File: config.mk
export PLATFORM = sky130hd
export DESIGN_NAME = fixed_p_std_sdiv_seq_flat
export DESIGN_NICKNAME = d
export VERILOG_FILES = /design/src/rtl/fixed_p_div_pkg.sv /design/src/rtl/fixed_p_std_sdiv_seq_if.sv /design/src/rtl/fixed_p_div_step.sv /design/src/rtl/fixed_p_std_sdiv_seq.sv /design/src/flat_wrapper.sv
export SDC_FILE = /design/constraint.sdc
export NUM_CORES = 1
export LEC_CHECK = 0
export BUFFER_PORTS_ARGS = -buffer_cell sky130_fd_sc_hd__buf_2
export CORE_ASPECT_RATIO = 1.5
export CORE_MARGIN = 4
export CORE_UTILIZATION = 40
export CTS_CLUSTER_SIZE = 8
export DETAILED_ROUTE_END_ITERATION = 8
export SLEW_MARGIN = 20
export SYNTH_ARGS = -nofsm -noshare
export SYNTH_HDL_FRONTEND = slang
export SYNTH_HIERARCHICAL = 1
export SYNTH_SLANG_ARGS = --single-unit
File: constraint.sdc
create_clock -name clk -period 3.9 [get_ports clk]
set_clock_uncertainty 0.2 [all_clocks]
set_input_delay 0.39 -clock clk [delete_from_list [all_inputs] [get_ports clk]]
set_output_delay 0.39 -clock clk [all_outputs]
set_load 0.02 [all_outputs]
File: src/rtl/fixed_p_div_pkg.sv
// Shared types and helpers for the sequential signed fixed-point divider.
// State encoding, size functions and the sign-apply helper live here.
package fixed_p_div_pkg;

    typedef enum logic [1:0] {
        IDLE,
        BUSY,
        DONE
    } state_e;

    localparam int MAX_W = 64;

    function automatic int div_n(int w, int f);
        return w + f;
    endfunction

    function automatic int div_cnt_w(int w, int f);
        return $clog2(w + f + 1);
    endfunction

    function automatic logic [MAX_W-1:0] apply_sign(
        logic [MAX_W-1:0] mag,
        logic             neg
    );
        return neg ? (~mag + 1'b1) : mag;
    endfunction

endpackage

File: src/rtl/fixed_p_std_sdiv_seq_if.sv
// Operand/result bundle of the sequential divider.
// The controller drives go/left/right; the divider returns results and done.
interface fixed_p_std_sdiv_seq_if #(
    parameter int WIDTH = 32
);
    logic             go;
    logic [WIDTH-1:0] left;
    logic [WIDTH-1:0] right;
    logic [WIDTH-1:0] out_quotient;
    logic [WIDTH-1:0] out_remainder;
    logic             done;

    modport master (
        output go, left, right,
        input  out_quotient, out_remainder, done
    );

    modport slave (
        input  go, left, right,
        output out_quotient, out_remainder, done
    );
endinterface

File: src/rtl/fixed_p_div_step.sv
// One restoring-division iteration: shift in a dividend bit,
// subtract the divisor when it fits, and emit the quotient bit.
module fixed_p_div_step #(
    parameter int WIDTH = 32
) (
    input  logic [WIDTH-1:0] rem_i,
    input  logic             bit_i,
    input  logic [WIDTH-1:0] div_i,
    output logic [WIDTH-1:0] rem_o,
    output logic             q_o
);

    logic [WIDTH:0]   shifted;
    logic [WIDTH-1:0] diff;

    // The remainder is always below the divisor, so the difference
    // fits in WIDTH bits even though the compare needs WIDTH+1.
    always_comb begin
        shifted = {rem_i, bit_i};
        diff    = shifted[WIDTH-1:0] - div_i;
        q_o     = (shifted >= {1'b0, div_i});
        rem_o   = q_o ? diff : shifted[WIDTH-1:0];
    end

endmodule

File: src/rtl/fixed_p_std_sdiv_seq.sv
// Multi-cycle signed fixed-point divider, one quotient bit per cycle.
// Magnitudes are divided unsigned; signs are re-applied on completion.
module fixed_p_std_sdiv_seq
    import fixed_p_div_pkg::*;
#(
    parameter int WIDTH       = 32,
    parameter int INT_WIDTH   = 8,
    parameter int FRACT_WIDTH = 24
) (
    input logic                   clk,
    input logic                   reset,
    fixed_p_std_sdiv_seq_if.slave bus
);

    localparam int N  = div_n(INT_WIDTH + FRACT_WIDTH, FRACT_WIDTH);
    localparam int CW = div_cnt_w(INT_WIDTH + FRACT_WIDTH, FRACT_WIDTH);

    state_e           state_q, state_d;
    logic [CW-1:0]    cnt_q, cnt_d;
    logic [N-1:0]     dvd_q, dvd_d;
    logic [WIDTH-1:0] dvs_q, dvs_d;
    logic [WIDTH-1:0] rem_q, rem_d;
    logic [WIDTH-1:0] quo_q, quo_d;
    logic [WIDTH-1:0] left_q, left_d;
    logic             lsgn_q, lsgn_d;
    logic             rsgn_q, rsgn_d;
    logic [WIDTH-1:0] oq_q, oq_d;
    logic [WIDTH-1:0] or_q, or_d;
    logic             done_q, done_d;

    logic [WIDTH-1:0] abs_l;
    logic [WIDTH-1:0] abs_r;
    logic [WIDTH-1:0] step_rem;
    logic             step_q;

    fixed_p_div_step #(
        .WIDTH (WIDTH)
    ) u_step (
        .rem_i (rem_q),
        .bit_i (dvd_q[N-1]),
        .div_i (dvs_q),
        .rem_o (step_rem),
        .q_o   (step_q)
    );

    // Most-negative input negates to itself, read back as unsigned 2^(W-1).
    assign abs_l = bus.left[WIDTH-1]  ? (~bus.left + 1'b1)  : bus.left;
    assign abs_r = bus.right[WIDTH-1] ? (~bus.right + 1'b1) : bus.right;

    always_comb begin
        state_d = state_q;
        cnt_d   = cnt_q;
        dvd_d   = dvd_q;
        dvs_d   = dvs_q;
        rem_d   = rem_q;
        quo_d   = quo_q;
        left_d  = left_q;
        lsgn_d  = lsgn_q;
        rsgn_d  = rsgn_q;
        oq_d    = oq_q;
        or_d    = or_q;
        done_d  = 1'b0;

        unique case (state_q)
            IDLE: begin
                if (bus.go) begin
                    dvd_d   = {abs_l, {FRACT_WIDTH{1'b0}}};
                    dvs_d   = abs_r;
                    rem_d   = '0;
                    quo_d   = '0;
                    left_d  = bus.left;
                    lsgn_d  = bus.left[WIDTH-1];
                    rsgn_d  = bus.right[WIDTH-1];
                    cnt_d   = CW'(N);
                    state_d = BUSY;
                end
            end
            BUSY: begin
                dvd_d = dvd_q << 1;
                rem_d = step_rem;
                quo_d = {quo_q[WIDTH-2:0], step_q};
                cnt_d = cnt_q - 1'b1;
                if (cnt_q == CW'(1)) begin
                    state_d = DONE;
                end
            end
            DONE: begin
                if (dvs_q == '0) begin
                    oq_d = '0;
                    or_d = left_q;
                end else begin
                    oq_d = WIDTH'(apply_sign(MAX_W'(quo_q), lsgn_q ^ rsgn_q));
                    or_d = WIDTH'(apply_sign(MAX_W'(rem_q), lsgn_q));
                end
                done_d  = 1'b1;
                state_d = IDLE;
            end
            default: begin
                state_d = IDLE;
            end
        endcase
    end

    always_ff @(posedge clk) begin
        if (reset) begin
            state_q <= IDLE;
            cnt_q   <= '0;
            dvd_q   <= '0;
            dvs_q   <= '0;
            rem_q   <= '0;
            quo_q   <= '0;
            left_q  <= '0;
            lsgn_q  <= 1'b0;
            rsgn_q  <= 1'b0;
            oq_q    <= '0;
            or_q    <= '0;
            done_q  <= 1'b0;
        end else begin
            state_q <= state_d;
            cnt_q   <= cnt_d;
            dvd_q   <= dvd_d;
            dvs_q   <= dvs_d;
            rem_q   <= rem_d;
            quo_q   <= quo_d;
            left_q  <= left_d;
            lsgn_q  <= lsgn_d;
            rsgn_q  <= rsgn_d;
            oq_q    <= oq_d;
            or_q    <= or_d;
            done_q  <= done_d;
        end
    end

    assign bus.out_quotient  = oq_q;
    assign bus.out_remainder = or_q;
    assign bus.done          = done_q;

endmodule

File: src/flat_wrapper.sv
// flat-port wrapper written by rule: the top's interface ports become plain ports
module fixed_p_std_sdiv_seq_flat import fixed_p_div_pkg::*;
#(
    parameter int WIDTH       = 32,
    parameter int INT_WIDTH   = 8,
    parameter int FRACT_WIDTH = 24
)
  (clk, reset, bus_go, bus_left, bus_right, bus_out_quotient, bus_out_remainder, bus_done);
  fixed_p_std_sdiv_seq_if #(.WIDTH(WIDTH)) bus_i ();
  input logic clk;
  input logic reset;
  input wire logic [$bits(bus_i.go)-1:0] bus_go;
  input wire logic [$bits(bus_i.left)-1:0] bus_left;
  input wire logic [$bits(bus_i.right)-1:0] bus_right;
  output wire logic [$bits(bus_i.out_quotient)-1:0] bus_out_quotient;
  output wire logic [$bits(bus_i.out_remainder)-1:0] bus_out_remainder;
  output wire logic [$bits(bus_i.done)-1:0] bus_done;
  assign bus_i.go = bus_go;
  assign bus_i.left = bus_left;
  assign bus_i.right = bus_right;
  assign bus_out_quotient = bus_i.out_quotient;
  assign bus_out_remainder = bus_i.out_remainder;
  assign bus_done = bus_i.done;
  fixed_p_std_sdiv_seq #(.WIDTH(WIDTH), .INT_WIDTH(INT_WIDTH), .FRACT_WIDTH(FRACT_WIDTH)) u_core (.clk(clk), .reset(reset), .bus(bus_i));
endmodule
==> results.sh, run 1 <==
export IMPL_grt_overflow_total=0
export IMPL_die_h_um=229
export IMPL_cp_required_ns=4.11
export IMPL_multi_input_area_um2=7700
export IMPL_port_buffers=131
export IMPL_core_area_um2=32000
export IMPL_antenna_left=0
export IMPL_cts_tree="built"
export IMPL_dp_hpwl_mm=29.7
export IMPL_worstPathMaxFanout=34
export IMPL_setup_ws_ns=0.321
export IMPL_powerDensity_nw_per_um2=814
export IMPL_synth_common_cells="dfxtp_1 (234), nand2_1 (219), a21oi_1 (116)"
export IMPL_dieArea_um2=35700
export IMPL_ys_seq_elements=234
export IMPL_synth_top_cells_by_area="dfxtp_1 (36%), nand2_1 (6.3%), xor2_1 (5.9%)"
export IMPL_ys_types=68
export IMPL_rsz0062_at_grt="false"
export IMPL_ir_drop_uv=734
export IMPL_synth_nets=1716
export IMPL_final_nets=1842
export IMPL_start_util_pct=40.8
export IMPL_cts_setup_buffers=0
export IMPL_final_design_area_no_fill_um2=15300
export IMPL_synth_seq_area_share_pct=35.8
export IMPL_area_growth_syn_to_layout_pct=17.0
export IMPL_outcome="finished clean"
export IMPL_timing_setup_tns_ns=0
export IMPL_cts_sinks=234
export IMPL_grt_pass1_vias=12000
export IMPL_setup_viol=0
export IMPL_post_cts_resized=0
export IMPL_synth_top_area_share_pct=35.8
export IMPL_leakagePower_nw=6.30
export IMPL_wirelength_mm=40.5
export IMPL_drive_gt1_share_pct=15.1
export IMPL_ys_flop_type="dfxtp_1"
export IMPL_ios=132
export IMPL_seqCellArea_um2=4680
export IMPL_synth_edff_count=0
export IMPL_slowest_delay_ns=0.42
export IMPL_hold_buffers=26
export IMPL_period_share_pct=91.8
export IMPL_drc=0
export IMPL_via_count=12300
export IMPL_final_fill_count=3235
export IMPL_fmax_mhz=279
export IMPL_post_route_min_period_ns=3.58
export IMPL_wl_per_cell_um=18.9
export IMPL_hp_class="input pin to flip-flop"
export IMPL_path_clk_slew_ns=0.05
export IMPL_worstPathCellList="inv_1, ha_1, nor2b_1, o21bai_4, a2111oi_4, nor3_1, or3_4, a31o_2, o31a_2, buf_12, nand2_1, o21ai_2, a22o_1"
export IMPL_placed_cell_area_um2=14100
export IMPL_grt_pass1_wl_mm=64.1
export IMPL_path_class="flip-flop to flip-flop"
export IMPL_grt_util_all_layers_pct=22.0
export IMPL_layout_cells_non_filler=2150
export IMPL_synth_most_common_cell="dfxtp_1"
export IMPL_place_ws_ns=0.332
export IMPL_async_flop_share_pct=0
export IMPL_cpMaxStageDelayCell="or3_4"
export IMPL_synth_area_leader_cell="dfxtp_1"
export IMPL_cts_made_buffers=35
export IMPL_cap_viol_max_count=0
export IMPL_cts_max_path_buffers=3
export IMPL_viasPerCell=5.70
export IMPL_clk_latency_ns=0.52
export IMPL_yosys_warnings=6
export IMPL_clockRootBuffer="clkbuf_16"
export IMPL_slew_headroom_pct=27.8
export IMPL_antenna_found_initial=2
export IMPL_total_power_w=0.0125
export IMPL_worst_slew_pin_slew_ns=1.08
export IMPL_crit_path_end_kind="flip-flop"
export IMPL_fp_row_count=80
export IMPL_gp_congestion=0.906
export IMPL_post_synth_inst_count=1610
export IMPL_grt_max_degree=67
export IMPL_dp_cells=2083
export IMPL_critPathArrivalTime_ns=3.79
export IMPL_cts_max_level=2
export IMPL_hold_viol=0
export IMPL_firstDrtPassIters=5
export IMPL_critPathLaunchType="flip-flop"
export IMPL_die_width_um=156
export IMPL_drt_iter0_markers=709
export IMPL_syn_avg_cell_area_um2=8.12
export IMPL_synthesis_area_um2=13100
export IMPL_slew_violations=0
==> final timing paths <==
check	startpoint	to	slack [ns]	depth (start not counted)
max	u_core/dvs_q[1]	u_core/rem_q[11]	0.32	13
min reg2reg	u_core/bus.out_quotient[20]	u_core/bus.out_quotient[20]	0.24	2
min	bus_left[24]	u_core/dvd_q[48]	0.02	3
max reg2reg	u_core/dvs_q[1]	u_core/rem_q[11]	0.32	13
==> stage by stage <==
step	util (%)	hold slack, ns
2_1_floorplan	-	0.232
3_3_place_gp	44.1	0.230
3_5_place_dp	44.1	0.238
4_1_cts	47.8	0.000279
5_1_grt	47.8	0.0353
6_report	47.8	0.0199
==> worst max-delay path: cells and delay by family (launching register included) <==
family          cells  cell delay, ns
fa+ha+maj           1            0.27
simple gates        4            0.95
compound gates      6            1.37
flops               1            0.39
buf+inv             2            0.28
==> power breakdown <==
part	switching [W]	internal, W
clock	0.00104	0.00159
sequential	0.000292	0.00264
combinational	0.00405	0.00285
total	0.00538	0.00708
==> cell usage in the layout (no fill, tap or decap), types with 7 or more instances in the layout <==
| cell type | netlist | final |
|---|---|---|
| dfxtp_1 | 234 | 234 |
| nand2_1 | 219 | 218 |
| buf_2 | 0 | 130 |
| a21oi_1 | 116 | 116 |
| o21ai_0 | 108 | 108 |
| xor2_1 | 88 | 88 |
| nor2_1 | 90 | 87 |
| a22o_1 | 60 | 60 |
| inv_1 | 56 | 56 |
| xnor2_1 | 54 | 54 |
| buf_4 | 0 | 39 |
| ha_1 | 38 | 38 |
| clkbuf_16 | 0 | 35 |
| o31ai_1 | 32 | 32 |
| dlygate4sd3_1 | 0 | 26 |
| nand4_1 | 25 | 25 |
| nor3_1 | 26 | 25 |
| a211oi_1 | 25 | 25 |
| nor4_1 | 24 | 24 |
| a22oi_1 | 24 | 24 |
| nand3_1 | 24 | 24 |
| a21o_1 | 23 | 23 |
| or4_1 | 21 | 21 |
| o22ai_1 | 19 | 19 |
| o21ai_2 | 19 | 19 |
| o41ai_1 | 17 | 17 |
| o211ai_1 | 16 | 16 |
| a31oi_1 | 15 | 15 |
| o21ai_1 | 12 | 12 |
| and3_1 | 12 | 12 |
| nand2b_1 | 8 | 8 |
| or2_2 | 8 | 8 |
| or3_1 | 8 | 8 |
| nor2b_1 | 9 | 7 |
==> state kept, by name, indices dropped and copies added, names as in the netlist <==
register and cells:
u_core/dvs_q 32, u_core/quo_q 32, u_core/bus.done 1, u_core/rsgn_q 1, u_core/bus.out_quotient 32, u_core/left_q 32, u_core/bus.out_remainder 32, u_core/rem_q 32
u_core/dvd_q 32, u_core/state_q 2, u_core/cnt_q 6
==> metal layers <==
| layer | share of wire [%] | vias up | global-route usage, % | routed length (um) |
|---|---|---|---|---|
| li1 | - | 6091 | - | - |
| met1 | 41 | 5782 | 26.2 | 16700 |
| met2 | 52 | 321 | 39.7 | 20900 |
| met3 | 4.1 | 67 | 2.95 | 1660 |
| met4 | 3.3 | 0 | 8.08 | 1320 |
| met5 | 0 | - | 0 | 0 |
==> cell type report <==
class	instances	area share (%)
Antenna cell	2	0.0327
Clock buffer	36	5.75
Clock inverter	3	0.237
Inverter	58	1.42
Multi-Input combinational cell	1209	50.3
Sequential cell	234	30.6
Tap cell	410	3.35
Timing Repair Buffer	198	8.26
==> cell families (layout without fill, tap and decap cells) <==
kind of cell	after synthesis	in the layout	synth area share, %
AO/OA/AOI/OAI	519	519	26.4
XOR/XNOR	142	142	9.51
adder cells (fa/ha/maj)	39	39	3.79
buffers and inverters	167	295	5.52
flip-flops	234	234	35.8
multiplexers	6	6	0.498
other	0	2	0
AND/OR/NAND/NOR	503	503	18.4
Note: power is estimated with default switching activity, not from simulation.
==> run 2, diff against run 1 <==
CORE_MARGIN = 8   (was 4)
CTS_CLUSTER_DIAMETER = 40   (was default)
SKIP_CTS_REPAIR_TIMING = 1   (was default)
==> run 2 against run 1 <==
  * Sequential power rose by 2%
  * First-iteration DRC count grew 13%
  * Clock-buffer cell count increased by 9
  * Largest cell class unchanged
  * Highest routed layer unchanged
  * Maximum frequency fell by 0.56%
  * Non-clock buffer count fell by 5
  * Register-to-register slack got worse by 0.02 ns
==> results.sh, run 2 (synthesis results as in run 1) <==
export IMPL_outcome="finished clean"
export IMPL_firstDrtPassIters=6
export IMPL_powerDensity_nw_per_um2=821
export IMPL_hold_viol=0
export IMPL_path_clk_slew_ns=0.05
export IMPL_cts_sinks=234
export IMPL_fp_row_count=81
export IMPL_die_width_um=164
export IMPL_path_class="flip-flop to flip-flop"
export IMPL_setup_viol=0
export IMPL_final_util_pct=47.7
export IMPL_combPwrFrac_pct=52.3
export IMPL_worstPathMaxFanout=32
export IMPL_cts_tree="built"
export IMPL_fmax_mhz=278
export IMPL_crit_family="compound AO/OA/AOI/OAI gates"
export IMPL_critPathArrivalTime_ns=3.82
export IMPL_drc=0
export IMPL_clockRootBuffer="clkbuf_16"
export IMPL_pwr_share_seq_pct=23.6
export IMPL_final_nets=1841
export IMPL_ff2ff_setup_slack_ns=0.30
export IMPL_viasPerCell=5.66
export IMPL_antenna_found_initial=1
export IMPL_whs_path_depth=3
export IMPL_clk_latency_ns=0.54
export IMPL_slowest_delay_ns=0.42
export IMPL_start_util_pct=40.3
export IMPL_rsz0062_at_grt="false"
export IMPL_r2r_start="u_core/rem_q[2]"
export IMPL_critPathLaunchType="flip-flop"
export IMPL_r2r_end="u_core/rem_q[1]"
export IMPL_die_h_um=237
export IMPL_slew_violations=0
export IMPL_switching_power_w=0.00547
export IMPL_crit_buf_inv=1
export IMPL_gp_congestion=0.854
export IMPL_worstHoldEndpoint="u_core/dvs_q[29]"
export IMPL_final_common_cell="dfxtp_1"
export IMPL_drive_gt1_share_pct=15.4
export IMPL_slew_headroom_pct=31.6
export IMPL_ir_drop_uv=820
export IMPL_cellInternalPower_w=0.00723
export IMPL_grt_util_all_layers_pct=20.4
export IMPL_antenna_left=0
export IMPL_ff2ff_path_depth=12
export IMPL_p_clk_share_pct=24.1
export IMPL_grt_pass1_wl_mm=64.3
export IMPL_area_growth_syn_to_layout_pct=18.3
export IMPL_cpMaxStageDelayCell="or3_4"
export IMPL_timing_setup_tns_ns=0
export IMPL_crit_path_end_kind="flip-flop"
export IMPL_post_route_min_period_ns=3.60
export IMPL_cts_made_buffers=39
export IMPL_final_cell_mix="dfxtp_1 (234), nand2_1 (218), buf_2 (130)"
export IMPL_drt_iter0_markers=802
export IMPL_grt_max_degree=74
export IMPL_cp_required_ns=4.13
export IMPL_dieArea_um2=38800
export IMPL_layout_cells_non_filler=2164
export IMPL_dp_cells=2082
export IMPL_core_area_um2=32400
export IMPL_hp_start="bus_right[29]"
export IMPL_wl_per_cell_um=18.9
export IMPL_worstPathCellList="ha_1, nand3_1, o21bai_4, a2111oi_4, nor3_1, or3_4, a31o_2, o31a_2, buf_4, nand2_1, o21ai_1, a22o_1"
export IMPL_hp_class="input pin to flip-flop"
export IMPL_grt_pass1_vias=11800
export IMPL_leakagePower_nw=6.36
export IMPL_dp_hpwl_mm=30.0
export IMPL_via_count=12200
export IMPL_hold_slack_ns=0.00235
export IMPL_period_share_pct=92.3
export IMPL_port_buffers=131
export IMPL_cts_max_path_buffers=3
export IMPL_ios=132
export IMPL_cap_viol_max_count=0
export IMPL_wirelength_mm=40.9
export IMPL_cts_max_level=2
export IMPL_switching_share_pct=43.1
export IMPL_grt_overflow_total=0
export IMPL_worst_slew_pin_slew_ns=1.03
## run 2: layout make-up
| type | instances | area (um^2) |
|---|---|---|
| Clock buffer | 45 | 1010 |
| Clock inverter | 9 | 125 |
| Sequential cell | 234 | 4680 |
| Tap cell | 415 | 519 |
| Antenna cell | 1 | 2.50 |
| Multi-Input combinational cell | 1209 | 7700 |
| Timing Repair Buffer | 193 | 1200 |
| Inverter | 58 | 218 |
| Fill cell | 3235 | 17000 |
## run 2: tightest hold or removal path: stages
cell and delay (ns):
buf_2 0.10, xor2_1 0.07, a21oi_1 0.13
## run 2: worst max-delay path by stage
stage                      from                to  slack, ns  cells past startpoint
5_1_grt        u_core/dvs_q[16]   u_core/rem_q[3]       0.04                     12
3_3_place_gp   u_core/dvs_q[16]   u_core/rem_q[2]       0.35                     12
2_1_floorplan   u_core/dvs_q[1]  u_core/rem_q[17]       0.71                     12
6_report        u_core/rem_q[2]   u_core/rem_q[1]       0.30                     12
3_5_place_dp    u_core/dvs_q[1]  u_core/rem_q[14]       0.33                     13
4_1_cts        u_core/dvs_q[16]   u_core/rem_q[5]       0.31                     12
## run 2: power by group through the flow
stage / Clock, W / Sequential, W / Combinational, W
3_5_place_dp: 0 / 0.00304 / 0.00658
4_1_cts: 0.00312 / 0.00300 / 0.00660
6_report: 0.00305 / 0.00300 / 0.00665
3_3_place_gp: 0 / 0.00304 / 0.00651
2_1_floorplan: 0 / 0.00292 / 0.00539
5_1_grt: 0.00323 / 0.00303 / 0.00728
## run 2: stage by stage
| step | instance area, um^2 | power [W] | setup slack (ns) |
|---|---|---|---|
| after floorplan | 13100 | 0.00831 | 0.708 |
| after global placement | 14100 | 0.00954 | 0.354 |
| after detailed placement | 14100 | 0.00962 | 0.326 |
| after CTS | 15200 | 0.0127 | 0.307 |
| after global routing | 15500 | 0.0135 | 0.0363 |
| final | 15500 | 0.0127 | 0.301 |
## run 2: layer usage
| metal | GRT usage (%) | routed length [um] | part of all wire, % |
|---|---|---|---|
| met5 | 0 | 0 | 0 |
| met4 | 8.70 | 1300 | 3.2 |
| met3 | 3.00 | 1790 | 4.4 |
| met2 | 36.1 | 21100 | 52 |
| met1 | 23.8 | 16700 | 41 |
==> run 3, diff against run 2 <==
CORE_UTILIZATION = 60   (was 40)
PLACE_DENSITY = 0.81   (was default)
==> run 3 against run 2 <==
  * Clock power is 9.2% lower
  * Critical path depth rose by 1
  * Critical endpoint is now u_core/rem_q[19]
  * Critical path type unchanged
  * Non-clock buffer count decreased by 17
  * The run now ends with negative hold slack left
  * Sequential power barely moved
  * Worst hold slack got worse by 0.011 ns
==> results.sh, run 3 (synthesis results as in run 1) <==
export IMPL_multi_input_area_um2=7700
export IMPL_fmax_mhz=281
export IMPL_dieArea_um2=26900
export IMPL_drive_gt1_share_pct=14.7
export IMPL_cts_made_buffers=36
export IMPL_period_share_pct=91.2
export IMPL_post_route_min_period_ns=3.56
export IMPL_leakagePower_nw=6.23
export IMPL_powerDensity_nw_per_um2=823
export IMPL_grt_pass1_vias=11800
export IMPL_die_width_um=137
export IMPL_timing_setup_tns_ns=0
export IMPL_hold_slack_ns=-0.00834
export IMPL_grt_overflow_total=0
export IMPL_hp_class="input pin to flip-flop"
export IMPL_cellInternalPower_w=0.00703
export IMPL_firstDrtPassIters=5
export IMPL_dp_hpwl_mm=27.3
export IMPL_place_ws_ns=0.419
export IMPL_ios=132
export IMPL_viasPerCell=6.29
export IMPL_fp_row_count=66
export IMPL_port_buffers=131
export IMPL_combPwrFrac_pct=53.5
export IMPL_outcome="finished, violations left"
export IMPL_critPathArrivalTime_ns=3.75
export IMPL_core_area_um2=21600
export IMPL_seqCellArea_um2=4680
export IMPL_switching_power_w=0.00532
export IMPL_start_util_pct=60.7
export IMPL_grt_max_degree=96
export IMPL_area_growth_syn_to_layout_pct=14.8
export IMPL_cp_required_ns=4.09
export IMPL_rsz0062_at_grt="false"
export IMPL_final_cell_mix="dfxtp_1 (234), nand2_1 (219), buf_2 (130)"
export IMPL_crit_path_end_kind="flip-flop"
export IMPL_slew_violations=0
export IMPL_path_clk_slew_ns=0.05
export IMPL_switching_share_pct=43.1
export IMPL_via_count=12500
export IMPL_cts_tree="built"
export IMPL_clk_latency_ns=0.52
export IMPL_cts_sinks=234
export IMPL_antenna_found_initial=2
export IMPL_hold_viol=3
export IMPL_wirelength_mm=38.4
export IMPL_final_fill_count=1762
export IMPL_grt_util_all_layers_pct=27.4
export IMPL_worstPathMaxFanout=20
export IMPL_worst_slew_pin_slew_ns=1.03
export IMPL_cts_max_path_buffers=3
export IMPL_die_h_um=197
export IMPL_grt_pass1_wl_mm=59.7
export IMPL_ff2ff_setup_slack_ns=0.34
export IMPL_setup_viol=0
export IMPL_path_class="flip-flop to flip-flop"
export IMPL_drt_iter0_markers=972
export IMPL_setup_ws_ns=0.342
export IMPL_cts_max_level=2
export IMPL_ir_drop_uv=733
export IMPL_gp_congestion=0.937
export IMPL_final_nets=1821
export IMPL_critPathLaunchType="flip-flop"
export IMPL_grt_busiest_layer="met2"
export IMPL_grtUsageMet1_pct=31.5
export IMPL_cap_viol_max_count=0
export IMPL_clockRootBuffer="clkbuf_16"
export IMPL_grtUsageMet3_pct=3.54
export IMPL_pwr_share_seq_pct=24.1
export IMPL_slew_headroom_pct=31.4
export IMPL_drc=0
export IMPL_wl_per_cell_um=19.3
export IMPL_p_clk_share_pct=22.4
export IMPL_final_common_cell="dfxtp_1"
export IMPL_use_met2_pct=47.7
export IMPL_antenna_left=0
export IMPL_failed_checks="negative hold slack"
[run 3: changes by cell type in the layout (fill, tap and decap cells not counted), moves of 2 or more]
cell	delta
inv_16	+2
dlygate4sd3_1	-9
clkinv_4	-3
clkbuf_16	-2
buf_4	-9
clkbuf_1	-3
[run 3: stage by stage]
stage | std cells | instance area, um^2 | total power [W] | utilization, % | hold WS [ns]
6_report | 1995 | 15000 | 0.0124 | 69.6 | -0.00834
5_1_grt | 1995 | 15000 | 0.0131 | 69.6 | 0.000381
4_1_cts | 1975 | 14800 | 0.0123 | 68.7 | -0.0708
3_5_place_dp | 1931 | 13800 | 0.00947 | 64.1 | 0.236
3_3_place_gp | 1931 | 13800 | 0.00936 | 64.1 | 0.228
2_1_floorplan | 1610 | 13100 | 0.00831 | - | 0.232
[run 3: layer usage]
layer  share of wire, %  vias up
met5                  0        -
met4                4.8        0
met3                6.6      121
met2                 50      545
met1                 38     5829
li1                   -     6045
[run 3: path summary, 6_finish.rpt]
path                          startpoint                           to  depth (start not counted)
max                      u_core/dvs_q[1]             u_core/rem_q[19]                         13
min                          bus_left[5]             u_core/left_q[5]                          3
max reg2reg              u_core/dvs_q[1]             u_core/rem_q[19]                         13
min reg2reg  u_core/bus.out_quotient[14]  u_core/bus.out_quotient[14]                          2
[run 3: critical path, stage by stage (launching register included)]
cell	delay, ns
dfxtp_1	0.41
inv_1	0.07
ha_1	0.28
nor2b_1	0.30
o21bai_4	0.11
a2111oi_4	0.33
nor3_1	0.15
or3_4	0.42
a31o_2	0.24
o31a_2	0.34
buf_4	0.23
nand2_1	0.10
o21ai_2	0.05
a22o_1	0.20
[run 3: power groups by stage]
stage	clock (W)	combinational (W)	sequential, W
after detailed placement	0	0.00646	0.00301
after global placement	0	0.00636	0.00300
after floorplan	0	0.00539	0.00292
after global routing	0.00290	0.00718	0.00300
after CTS	0.00281	0.00650	0.00296
final	0.00277	0.00661	0.00297
[run 3: layout make-up]
cell class / instances / share of cell area (%)
sequential: 234 / 31.2
clock buffer: 39 / 6.22
multi-input combinational: 1209 / 51.3
clock inverter: 5 / 0.392
antenna: 2 / 0.0333
timing repair buffer: 176 / 7.10
tap: 272 / 2.27
inverter: 58 / 1.45
